### src/rtl/tile_exerciser_pkg.sv
// tile_exerciser_pkg: shared widths, tap masks, FSM states and step functions for the tile exerciser.
package tile_exerciser_pkg;
    localparam int STIM_W = 8;
    localparam int SIG_W  = 16;
    localparam int CNT_W  = 16;
    localparam logic [STIM_W-1:0] LFSR_TAPS = 8'hB8;
    localparam logic [SIG_W-1:0]  MISR_TAPS = 16'hB400;

    typedef enum logic [1:0] {IDLE, RUN, DONE} state_t;

    function automatic logic [STIM_W-1:0] lfsr_next(input logic [STIM_W-1:0] s);
        return {s[STIM_W-2:0], ^(s & LFSR_TAPS)};
    endfunction

    function automatic logic [SIG_W-1:0] misr_next(input logic [SIG_W-1:0] g, input logic [STIM_W-1:0] d);
        return {g[SIG_W-2:0], ^(g & MISR_TAPS)} ^ {{(SIG_W-STIM_W){1'b0}}, d};
    endfunction
endpackage

### src/rtl/tile_exerciser_misr.sv
// tile_exerciser_misr: 16-bit multiple-input signature register compressing tile responses.
module tile_exerciser_misr
    import tile_exerciser_pkg::*;
(
    input  logic              clk,
    input  logic              load,
    input  logic [SIG_W-1:0]  seed,
    input  logic              enable,
    input  logic [STIM_W-1:0] data,
    output logic [SIG_W-1:0]  signature
);
    always_ff @(posedge clk) begin
        if (load)
            signature <= seed;
        else if (enable)
            signature <= misr_next(signature, data);
    end
endmodule

### src/rtl/tile_exerciser.sv
// tile_exerciser: steps stimulus onto a microtile, settles, and folds responses into a MISR.
// Build option TILE_EXERCISER_SWEEP_EN swaps the LFSR stimulus for an 8-bit up-counter.
module tile_exerciser
    import tile_exerciser_pkg::*;
#(
    parameter int                SETTLE_CYCLES = 2,
    parameter logic [STIM_W-1:0] LFSR_SEED     = 8'h01,
    parameter logic [SIG_W-1:0]  SIG_SEED      = 16'hFFFF
) (
    input  logic              clk,
    input  logic              rst,
    input  logic              start,
    input  logic [CNT_W-1:0]  num_vectors,
    output logic [STIM_W-1:0] stim_out,
    input  logic [STIM_W-1:0] resp_in,
    output logic              busy,
    output logic              done,
    output logic [SIG_W-1:0]  signature
);
    localparam logic [7:0] SETTLE_LAST = 8'(SETTLE_CYCLES - 1);

    state_t            state, state_n;
    logic              accept, step;
    logic [STIM_W-1:0] stim, stim_next;
    logic [CNT_W-1:0]  cnt;
    logic [7:0]        settle;

`ifdef TILE_EXERCISER_SWEEP_EN
    localparam logic [STIM_W-1:0] STIM_SEED = '0;
    assign stim_next = stim + 1'b1;
`else
    // An all-zero LFSR would lock up, so a zero seed falls back to 01.
    localparam logic [STIM_W-1:0] STIM_SEED = (LFSR_SEED == '0) ? 8'h01 : LFSR_SEED;
    assign stim_next = lfsr_next(stim);
`endif

    always_comb begin
        accept  = start && state != RUN;
        step    = state == RUN && settle == '0;
        state_n = accept ? ((num_vectors == '0) ? DONE : RUN)
                : (step && cnt == CNT_W'(1)) ? DONE : state;
    end

    always_ff @(posedge clk) begin
        state <= rst ? IDLE : state_n;
    end

    always_ff @(posedge clk) begin
        if (rst) begin
            stim   <= '0;
            cnt    <= '0;
            settle <= '0;
        end else if (accept) begin
            stim   <= STIM_SEED;
            cnt    <= num_vectors;
            settle <= SETTLE_LAST;
        end else if (step) begin
            stim   <= stim_next;
            cnt    <= cnt - 1'b1;
            settle <= SETTLE_LAST;
        end else if (state == RUN) begin
            settle <= settle - 1'b1;
        end
    end

    tile_exerciser_misr u_misr (
        .clk       (clk),
        .load      (rst || accept),
        .seed      (SIG_SEED),
        .enable    (step),
        .data      (resp_in),
        .signature (signature)
    );

    assign busy     = state == RUN;
    assign done     = state == DONE;
    assign stim_out = busy ? stim : '0;
endmodule

### config.mk
export PLATFORM = sky130hd
export DESIGN_NAME = tile_exerciser
export DESIGN_NICKNAME = d
export VERILOG_FILES = /design/src/rtl/tile_exerciser_pkg.sv /design/src/rtl/tile_exerciser_misr.sv /design/src/rtl/tile_exerciser.sv
export SDC_FILE = /design/constraint.sdc
export NUM_CORES = 1
export LEC_CHECK = 0
export BUFFER_PORTS_ARGS = -buffer_cell sky130_fd_sc_hd__buf_2
export CORE_ASPECT_RATIO = 0.7
export CORE_MARGIN = 2
export CORE_UTILIZATION = 50
export CTS_BUF_LIST = sky130_fd_sc_hd__clkbuf_4
export CTS_CLUSTER_DIAMETER = 40
export DETAILED_ROUTE_END_ITERATION = 12
export PLACE_DENSITY_LB_ADDON = 0.08
export SETUP_SLACK_MARGIN = 0.15
export SKIP_LAST_GASP = 1
export SYNTH_ARGS = -nofsm -noshare
export SYNTH_HDL_FRONTEND = slang
export SYNTH_SLANG_ARGS = --single-unit
### constraint.sdc
create_clock -name clk -period 2 [get_ports clk]
set_input_delay 0.2 -clock clk [delete_from_list [all_inputs] [get_ports clk]]
set_output_delay 0.2 -clock clk [all_outputs]
set_load 0.1 [all_outputs]
==> results of run 1 <==
-- through the flow --
| step | cells | hold slack (ns) | setup WS, ns | power, W |
|---|---|---|---|---|
| after floorplan | 303 | 0.3504 | 0.02131 | 0.001668 |
| after global placement | 423 | 0.4617 | 0.1432 | 0.001883 |
| after detailed placement | 423 | 0.4601 | 0.05197 | 0.001892 |
| after CTS | 435 | 0.05626 | 0.1636 | 0.002640 |
| after global routing | 442 | 0.06487 | 0.1229 | 0.002838 |
| final | 442 | 0.06175 | 0.2086 | 0.002712 |
-- logic make-up after synthesis --
logic type,after synthesis,share of synthesized area (%)
AO/OA/AOI/OAI,59,16.41
XOR/XNOR,21,7.331
adder cells (fa/ha/maj),4,1.995
buffers and inverters,24,3.940
flip-flops,50,39.90
multiplexers,3,1.247
AND/OR/NAND/NOR,142,29.18
-- worst reg2reg max path: stages (launching register included) --
cell and delay [ns]:
dfxtp_1 0.38, nor4_4 0.37, buf_6 0.19, nand4_4 0.14, or4_4 0.52, a31oi_1 0.16
-- Yosys cell counts, drive strengths merged (6+ instances only) --
master	instances	area, um2
and2	9	56.31
nor4	9	71.32
inv	6	22.52
o211ai	9	67.56
nor2	14	52.55
a31oi	10	62.56
nand2	59	221.5
xnor2	16	140.1
nand4	6	43.79
dfxtp	50	1001
clkbuf	15	56.30
a21oi	13	65.06
nand3	17	85.08
nor3	7	35.03
-- metal layers --
layer,vias up,global-route usage (%),wire length [um]
li1,1236,-,-
met1,1176,38.56,3327
met2,102,33.40,2867
met3,13,7.471,525
met4,0,8.902,100
met5,-,0,0
-- registers in the layout (all words and copies together), names as in the netlist --
| name | count |
|---|---|
| cnt | 16 |
| settle | 8 |
| state | 2 |
| stim | 8 |
| u_misr.signature | 16 |
-- timing repair --
item | CTS | global route
buffers inserted | 3 | 7
pin swaps | 1 | 7
resized for setup | 5 | 24
endpoints found under the setup margin | 15 | 29
gates cloned | 1 | 0
-- cell type report --
type	count	area [um2]
fill	399	1434
multi-input combinational	230	1528
sequential	50	1005
clock inverter	3	63.81
tap	69	86.33
inverter	6	25.02
clock buffer	5	37.54
timing repair buffer	79	629.4
-- final timing paths --
path,start,to,cells after the start
setup / recovery,settle[6],cnt[14],5
hold / removal,num_vectors[9],cnt[9],3
setup reg to reg,settle[6],cnt[14],5
hold reg to reg,stim[2],stim[3],2
-- power by group --
group          internal (W)  switching (W)  total, W  leakage (nW)
clock              0.000385       0.000334  0.000719        0.0528
sequential          0.00106      0.0000728   0.00114         0.410
combinational      0.000324       0.000533  0.000857         0.871
total               0.00177       0.000940   0.00271          1.33
==> metrics, run 1 <==
number of CTS-inserted buffers 5; Setup TNS 0 ns; Setup Viol. Count Final 0; critical path class reg -> reg; Ports between 50 and 60; Seq/Total Area, Yosys 39.90%; commonest non-fill, non-tap cell in the layout nand2_1; GRT Total Usage 25.39%; Final Cycle Share about nine tenths; Hold WC Path Type in -> reg; area grow syn2layout 34.51%; crit-path cells nor4_4, buf_6, nand4_4, or4_4, a31oi_1; Core Footprint 0.004808 mm2; site row count 21; Worst-Margin Slew 0.4850 ns; number of synthesized flops with an enable pin 0; worst path bufs/invs 1; Nets 403; area post-placement 0.003067 mm2; DRC violations left 0; fmax 0.5582 GHz; initial antenna violation count 0; RD Place Congestion about 0.9; iteration-0 DRC count of the detailed router 146; Max stage delay on crit path 0.52 ns; Pwr Density 803.5 mW/mm2; die height between 60 and 70 um; GRT overflow 0; first-pass GRT wire length 11,250 um; Mean Syn Cell Area 8.279 um2; fin util 70.18%; Worst Setup Start Kind register; layout cells sized above 1 about a third; Yosys reg bits 50; Lkg Pwr 1.333 nW; Port Buffers 52; Reg2Reg Setup Slack 0.21 ns; CTS HTree Levels 2; Mapped Area around 0.0025 mm2; vias 2,527; cells after synthesis 303; root buf cell clkbuf_4; Initial Util around 52%; CP endpoint kind register; Max VDD drop 324.4 uV; CTS Buffer Depth 2; most frequent cells in the layout nand2_1 (58), dfxtp_1 (47), buf_2 (43), buf_4 (22); RSZ-0062 raised after global routing yes; Die Wd 88.66 um; hpwl dp between 4000 and 5000 um; Avg WL per Cell 15.43 um; CTS tree done; fraction of registers with async set/reset 0%; unique cell type count in the Yosys netlist 51; Die ar. approximately 0.0056 mm2; outcome complete, no violations; largest net degree at the start of global routing 30; Worst slew margin 67.89%; count of final hold-check violations 0; post-route ant nets 0; via/cell ratio between 5 and 6; Net Count, Synth 334; CP required 2.33 ns; vias in the first global route 2,302; Primary FF master, synth dfxtp_1; clock tree sinks 50; CP Max Fanout 7; Crit path max-delay family simple AND/OR/NAND/NOR gates; # hold bufs at CTS 0; Design Area, Final 0.003374 mm2; critical path arrival 2.12 ns; post-route clock skew roughly 0.015 ns; Clock transition at path regs 0.15 ns; warnings from Yosys 0; max_cap viols 0; Slew Limit Fails 0; fin crit period roughly 1.8 ns; routed wire length 6821 um; Detailed Routing Iterations Pass 1 5; highest-delay cell along the critical path or4_4; ANT cells 0; Worst-Skew Late Latency roughly 0.38 ns
No activity file was read; power rests on OpenSTA's default activity.
==> inputs of run 2 (changes only) <==
CORE_UTILIZATION = 54   (was 50)
==> run 2 against run 1 <==
Net effect: setup slack got worse by 0.058 ns; core utilization is 4.9 points higher; sequential share of layout area rose by 0.80 points; global-route usage decreased by 0.30 points; combinational power increased by 1%; via count fell by 0.20%; critical path type unchanged; largest cell class unchanged.
==> metrics, run 2 (synthesized netlist as in run 1, its figures left out) <==
fin crit period approximately 1.8 ns; number of CTS-inserted buffers 5; root buf cell clkbuf_4; Hold WC Path Type in -> reg; fin util 75.09%; post-route ant nets 0; layout cells sized above 1 33.60%; count of final hold-check violations 0; largest net degree at the start of global routing 25; Initial Util 56.96%; clock tree sinks 50; Pwr Density 738.7 mW/mm2; Ports 53; Post-Layout Cell Count 427; HP Start num_vectors[12]; Worst-Margin Slew 0.6222 ns; pre-CTS setup slack 0.05293 ns; Final Cycle Share 92.45%; initial antenna violation count 0; iteration-0 DRC count of the detailed router 207; Tot Pwr 0.002443 W; DRC violations left 0; Lkg Pwr 1.292 nW; Core Footprint 0.004404 mm2; RR Startpoint settle[0]; Logic pwr share a little over a third; RD Place Congestion 0.9489; die height 61.03 um; Die Wd around 85 um; Worst-Skew Late Latency between 0.3 and 0.4 ns; Sw Ratio 37.84%; Setup Viol. Count Final 0; Max VDD drop 531.4 uV; GRT overflow 0; Worst Setup Start Kind register; ANT cells 0; Cells after DPL 409; site row count 20; Clock transition at path regs between 0.1 and 0.15 ns; routed wire length between 6000 and 7000 um; Slew Limit Fails 0; outcome complete, no violations; CTS tree done; most frequent cells in the layout nand2_1 (59), dfxtp_1 (44), buf_2 (43), buf_4 (25); first-pass GRT wire length 10,310 um; biggest regs cnt: 16 flops, u_misr.signature: 16 flops; hpwl dp about 4600 um; commonest non-fill, non-tap cell in the layout nand2_1; # hold bufs at CTS 0; fmax between 0.5 and 0.6 GHz; Avg WL per Cell 15.67 um; Int Pwr 0.001519 W; Seq pwr share 46.6%; CP Max Fanout 6; critical path arrival 2.15 ns; via/cell ratio between 5 and 6; CP endpoint kind register; GRT Total Usage 25.08%; CP required around 2.3 ns; vias 2,522; Worst slew margin 58.14%; CTS Buffer Depth 2; final critical-path setup slack 0.1510 ns; Sw Pwr 0.0009242 W; vias in the first global route 2,174; critical path class reg -> reg; Filler Cell Count 319; Nets 402; post-route clock skew 0.01363 ns; Die ar. ~0.0052 mm2; Detailed Routing Iterations Pass 1 5; Port Buffers 52; max_cap viols 0; Critical Path Start settle[0]; CTS HTree Levels 2; RSZ-0062 raised after global routing yes; Clk pwr share 17.8%; area grow syn2layout 31.82%; Setup TNS 0 ns
[run 2: worst paths after layout]
check | cells past startpoint | endpoint | slack [ns]
worst max register to register | 6 | cnt[10] | 0.15
worst max-delay path | 6 | cnt[10] | 0.15
worst min-delay path | 3 | cnt[12] | 0.09
worst min register to register | 2 | stim[2] | 0.48
[run 2: routing by layer]
layer / vias up / part of all wire (%) / track usage [%]
li1: 1230 / - / -
met1: 1162 / 48 / 37.17
met2: 119 / 42 / 37.05
met3: 11 / 8.6 / 6.032
met4: 0 / 1.3 / 6.349
met5: - / 0 / 0
[run 2: through the flow]
stage          hold WS [ns]  area, um2
4_1_cts             0.08672       3110
3_3_place_gp         0.4574       3037
6_report            0.08797       3307
2_1_floorplan        0.3504       2525
5_1_grt             0.08885       3307
3_5_place_dp         0.4621       3037
[run 2: worst max-delay path: stages, from the launching register on]
cell and delay, ns:
dfxtp_2 0.35, inv_2 0.07, ha_4 0.12, nor3b_4 0.37, nand4_4 0.19, or4_4 0.54, a31oi_4 0.16
[run 2: cell type report]
type,count,area [um2],area share (%)
well taps,55,68.82,2.081
repair buffers,78,594.3,17.97
clock inverters,3,11.26,0.3405
flip-flops and latches,50,1011,30.57
clock buffers,5,37.54,1.135
multi-input cells,230,1556,47.07
inverters,6,27.53,0.8324
[run 2: what timing repair did]
item	4_1_cts	5_1_grt
endpoints found under the setup margin	15	35
buffers inserted	1	8
gates resized for setup	5	33
pin swaps	0	7
cloned	0	1
[run 2: power by group through the flow]
stage / clock (W) / sequential [W] / combinational, W
floorplan: 0 / 0.00126 / 0.000406
global placement: 0 / 0.00115 / 0.000722
detailed placement: 0 / 0.00115 / 0.000734
CTS: 0.000442 / 0.00113 / 0.000753
global route: 0.000479 / 0.00115 / 0.000933
finish: 0.000436 / 0.00114 / 0.000868
==> inputs of run 3 (changes only) <==
REMOVE_ABC_BUFFERS = 1   (was default)
SYNTH_HIERARCHICAL = 1   (was default)
==> run 3 against run 2 <==
Net effect: via count is 12% lower; final area is 5.1% lower; largest cell class unchanged; clock skew decreased by 0.0054 ns; area after synthesis is 1.6% higher.
==> metrics, run 3 <==
initial antenna violation count 0; GRT Total Usage 23.57%; post-route ant nets 0; # hold bufs at CTS 0; Worst-Margin Slew 0.5797 ns; Seq/Total Area, Yosys around 46%; highest-delay cell along the critical path dfxtp_2; synth cell count leaders nand2_1 (38), dfxtp_1 (34), nor2_1 (21); count of final hold-check violations 0; Setup TNS 0 ns; fraction of registers with async set/reset 0%; Final Hold Slack 0.07925 ns; final critical-path setup slack 0.2371 ns; most frequent cells in the layout buf_2 (43), nand2_1 (38), dfxtp_1 (31), nor2_1 (19), a21oi_1 (19); CTS tree done; GRT overflow 0; number of CTS-inserted buffers 5; Worst Setup Start Kind register; number of synthesized flops with an enable pin 16; Logic pwr share 35.8%; Port Buffers 52; fin crit period 1.763 ns; Reg2Reg Setup Slack 0.24 ns; crit-path cells inv_1, ha_2, nor3b_4, nand3_4, inv_4, buf_12, nand2_2, o311ai_2, a31oi_1; ANT cells 0; Max VDD drop 529.3 uV; Primary FF master, synth dfxtp_1; Slew Limit Fails 0; Filler Cell Count 372; via/cell ratio about 5.6; Tot Pwr 0.002880 W; Detailed Routing Iterations Pass 1 4; Nets around 370; sequential cell area 0.001165 mm2; die height 61.48 um; critical path class reg -> reg; R2R depth 9; Sw Ratio about two fifths; Clk pwr share a little over 20%; Setup Viol. Count Final 0; CP endpoint kind register; CP required roughly 2.3 ns; clock tree sinks 50; root buf cell clkbuf_4; Worst-Skew Late Latency 0.37 ns; Seq pwr share 43.8%; vias 2,229; Final Cycle Share 88.14%; multi-input logic area 0.001378 mm2; Initial Util 57.54%; post-synth top area share roughly a quarter; Mapped Area 0.002549 mm2; post-route clock skew slightly above 0.008 ns; CTS Buffer Depth 2; Cells after DPL 388; hpwl dp around 4300 um; area grow syn2layout 23.12%; CTS HTree Levels 2; Die ar. 0.005294 mm2; Clock transition at path regs 0.14 ns; Mean Syn Cell Area 9.405 um2; Pwr Density 917.7 mW/mm2; vias in the first global route 1,990; HP Start num_vectors[0]; routed wire length 6056 um; critical path arrival a little over 2 ns; CP Max Fanout 11; Yosys reg bits 50; site row count 20; DRC violations left 0; RR Startpoint settle[0]; Max stage delay on crit path 0.36 ns; Avg WL per Cell between 15 and 20 um; top-count cell post-synth nand2_1; hold path depth 3; Area contributors post-synth dfxtp_1 (27%), edfxtp_1 (19%), nand2_1 (5.6%); Die Wd ~86 um; Synth area leader dfxtp_1; outcome complete, no violations; first-pass GRT wire length ~9500 um; Sw Pwr 0.001135 W; warnings from Yosys 6; largest net degree at the start of global routing 24; fmax 0.5673 GHz; layout cells sized above 1 between 20% and 30%; commonest non-fill, non-tap cell in the layout buf_2; Ports 53; pre-CTS setup slack roughly 0.13 ns; Worst slew margin 61.00%; Core Footprint 0.004429 mm2; Lkg Pwr 1.243 nW; RD Place Congestion 0.8432; Post-Layout Cell Count 400; Hold WC Path Type in -> reg; Hold Crit Endpoint cnt[0]; iteration-0 DRC count of the detailed router 140; RSZ-0062 raised after global routing yes; RR Endpoint cnt[6]; Int Pwr 0.001745 W; biggest regs cnt: 16 flops, u_misr/signature: 16 flops; unique cell type count in the Yosys netlist 56; max_cap viols 0; cells after synthesis 271
-- run 3: changes by cell type in the layout (fill, tap and decap cells not counted), sizes merged, moves of 7 or more --
cell    previous run  this run
conb               0        16
o21ai              1        11
buf               78        62
nand3             17         6
nand2             59        39
dfxtp             50        34
mux2               1         8
nor2              14        21
edfxtp             0        16
-- run 3: metrics by stage --
step / area, um2 / utilization [%]
after floorplan: 2537 / -
after global routing: 3138 / 70.85
after global placement: 2932 / 66.19
after CTS: 3039 / 68.62
after detailed placement: 2932 / 66.19
final: 3138 / 70.85
-- run 3: critical path: cells and delay by family, from the launching register on --
family                   cells  cell delay (ns)
AO/OA/AOI/OAI                2             0.38
buffers and inverters        3             0.29
flip-flops                   1             0.36
adder cells (fa/ha/maj)      1             0.17
AND/OR/NAND/NOR              3             0.47
-- run 3: repair_timing --
| item | 4_1_cts | 5_1_grt |
|---|---|---|
| gates cloned | 0 | 1 |
| pin swaps | 0 | 6 |
| setup endpoints to repair | 10 | 46 |
| setup buffers | 0 | 3 |
| gates resized for setup | 10 | 18 |
-- run 3: logic make-up (layout without fill, tap and decap cells) --
logic type      after synthesis  count (layout)  share of synthesized area (%)
compound gates               56              56                          14.14
fa+ha+maj                     3               3                          1.473
simple gates                110             110                          23.17
buf+inv                      22              81                          4.124
flops                        50              50                          45.56
mux                          10              10                          4.320
other cells                   1              16                         0.1471
xor+xnor                     19              19                          7.070
-- run 3: how the worst max path moves through the flow --
stage	startpoint	end	slack [ns]	cells after the start
3_5_place_dp	settle[0]	cnt[6]	0.13	9
6_report	settle[0]	cnt[6]	0.24	9
5_1_grt	settle[0]	cnt[6]	0.12	9
3_3_place_gp	settle[0]	u_misr/signature[15]	0.24	6
4_1_cts	state[1]	stim_out[5]	0.14	4
2_1_floorplan	state[1]	u_misr/signature[0]	-0.62	5
-- run 3: power groups by stage --
stage / Combinational, W / Clock, W / Sequential [W]
2_1_floorplan: 0.000413 / 0 / 0.00161
3_3_place_gp: 0.000958 / 0 / 0.00127
3_5_place_dp: 0.000975 / 0 / 0.00128
4_1_cts: 0.000983 / 0.000600 / 0.00126
5_1_grt: 0.00110 / 0.000635 / 0.00128
6_report: 0.00103 / 0.000587 / 0.00126
-- run 3: routing by layer --
layer	wire length, um	track usage [%]	part of all wire [%]	up-vias
met5	0	0	0	-
met3	434	4.290	7.2	8
met4	73	8.163	1.2	0
met1	2894	34.42	48	1042
met2	2653	35.55	44	69
li1	-	-	-	1110
-- run 3: cell type report --
type	count	area share [%]
inverters	10	1.435
well taps	55	2.193
clock buffers	6	1.435
repair buffers	63	12.84
flip-flops and latches	50	37.12
multi-input cells	214	43.90
clock inverters	2	1.077
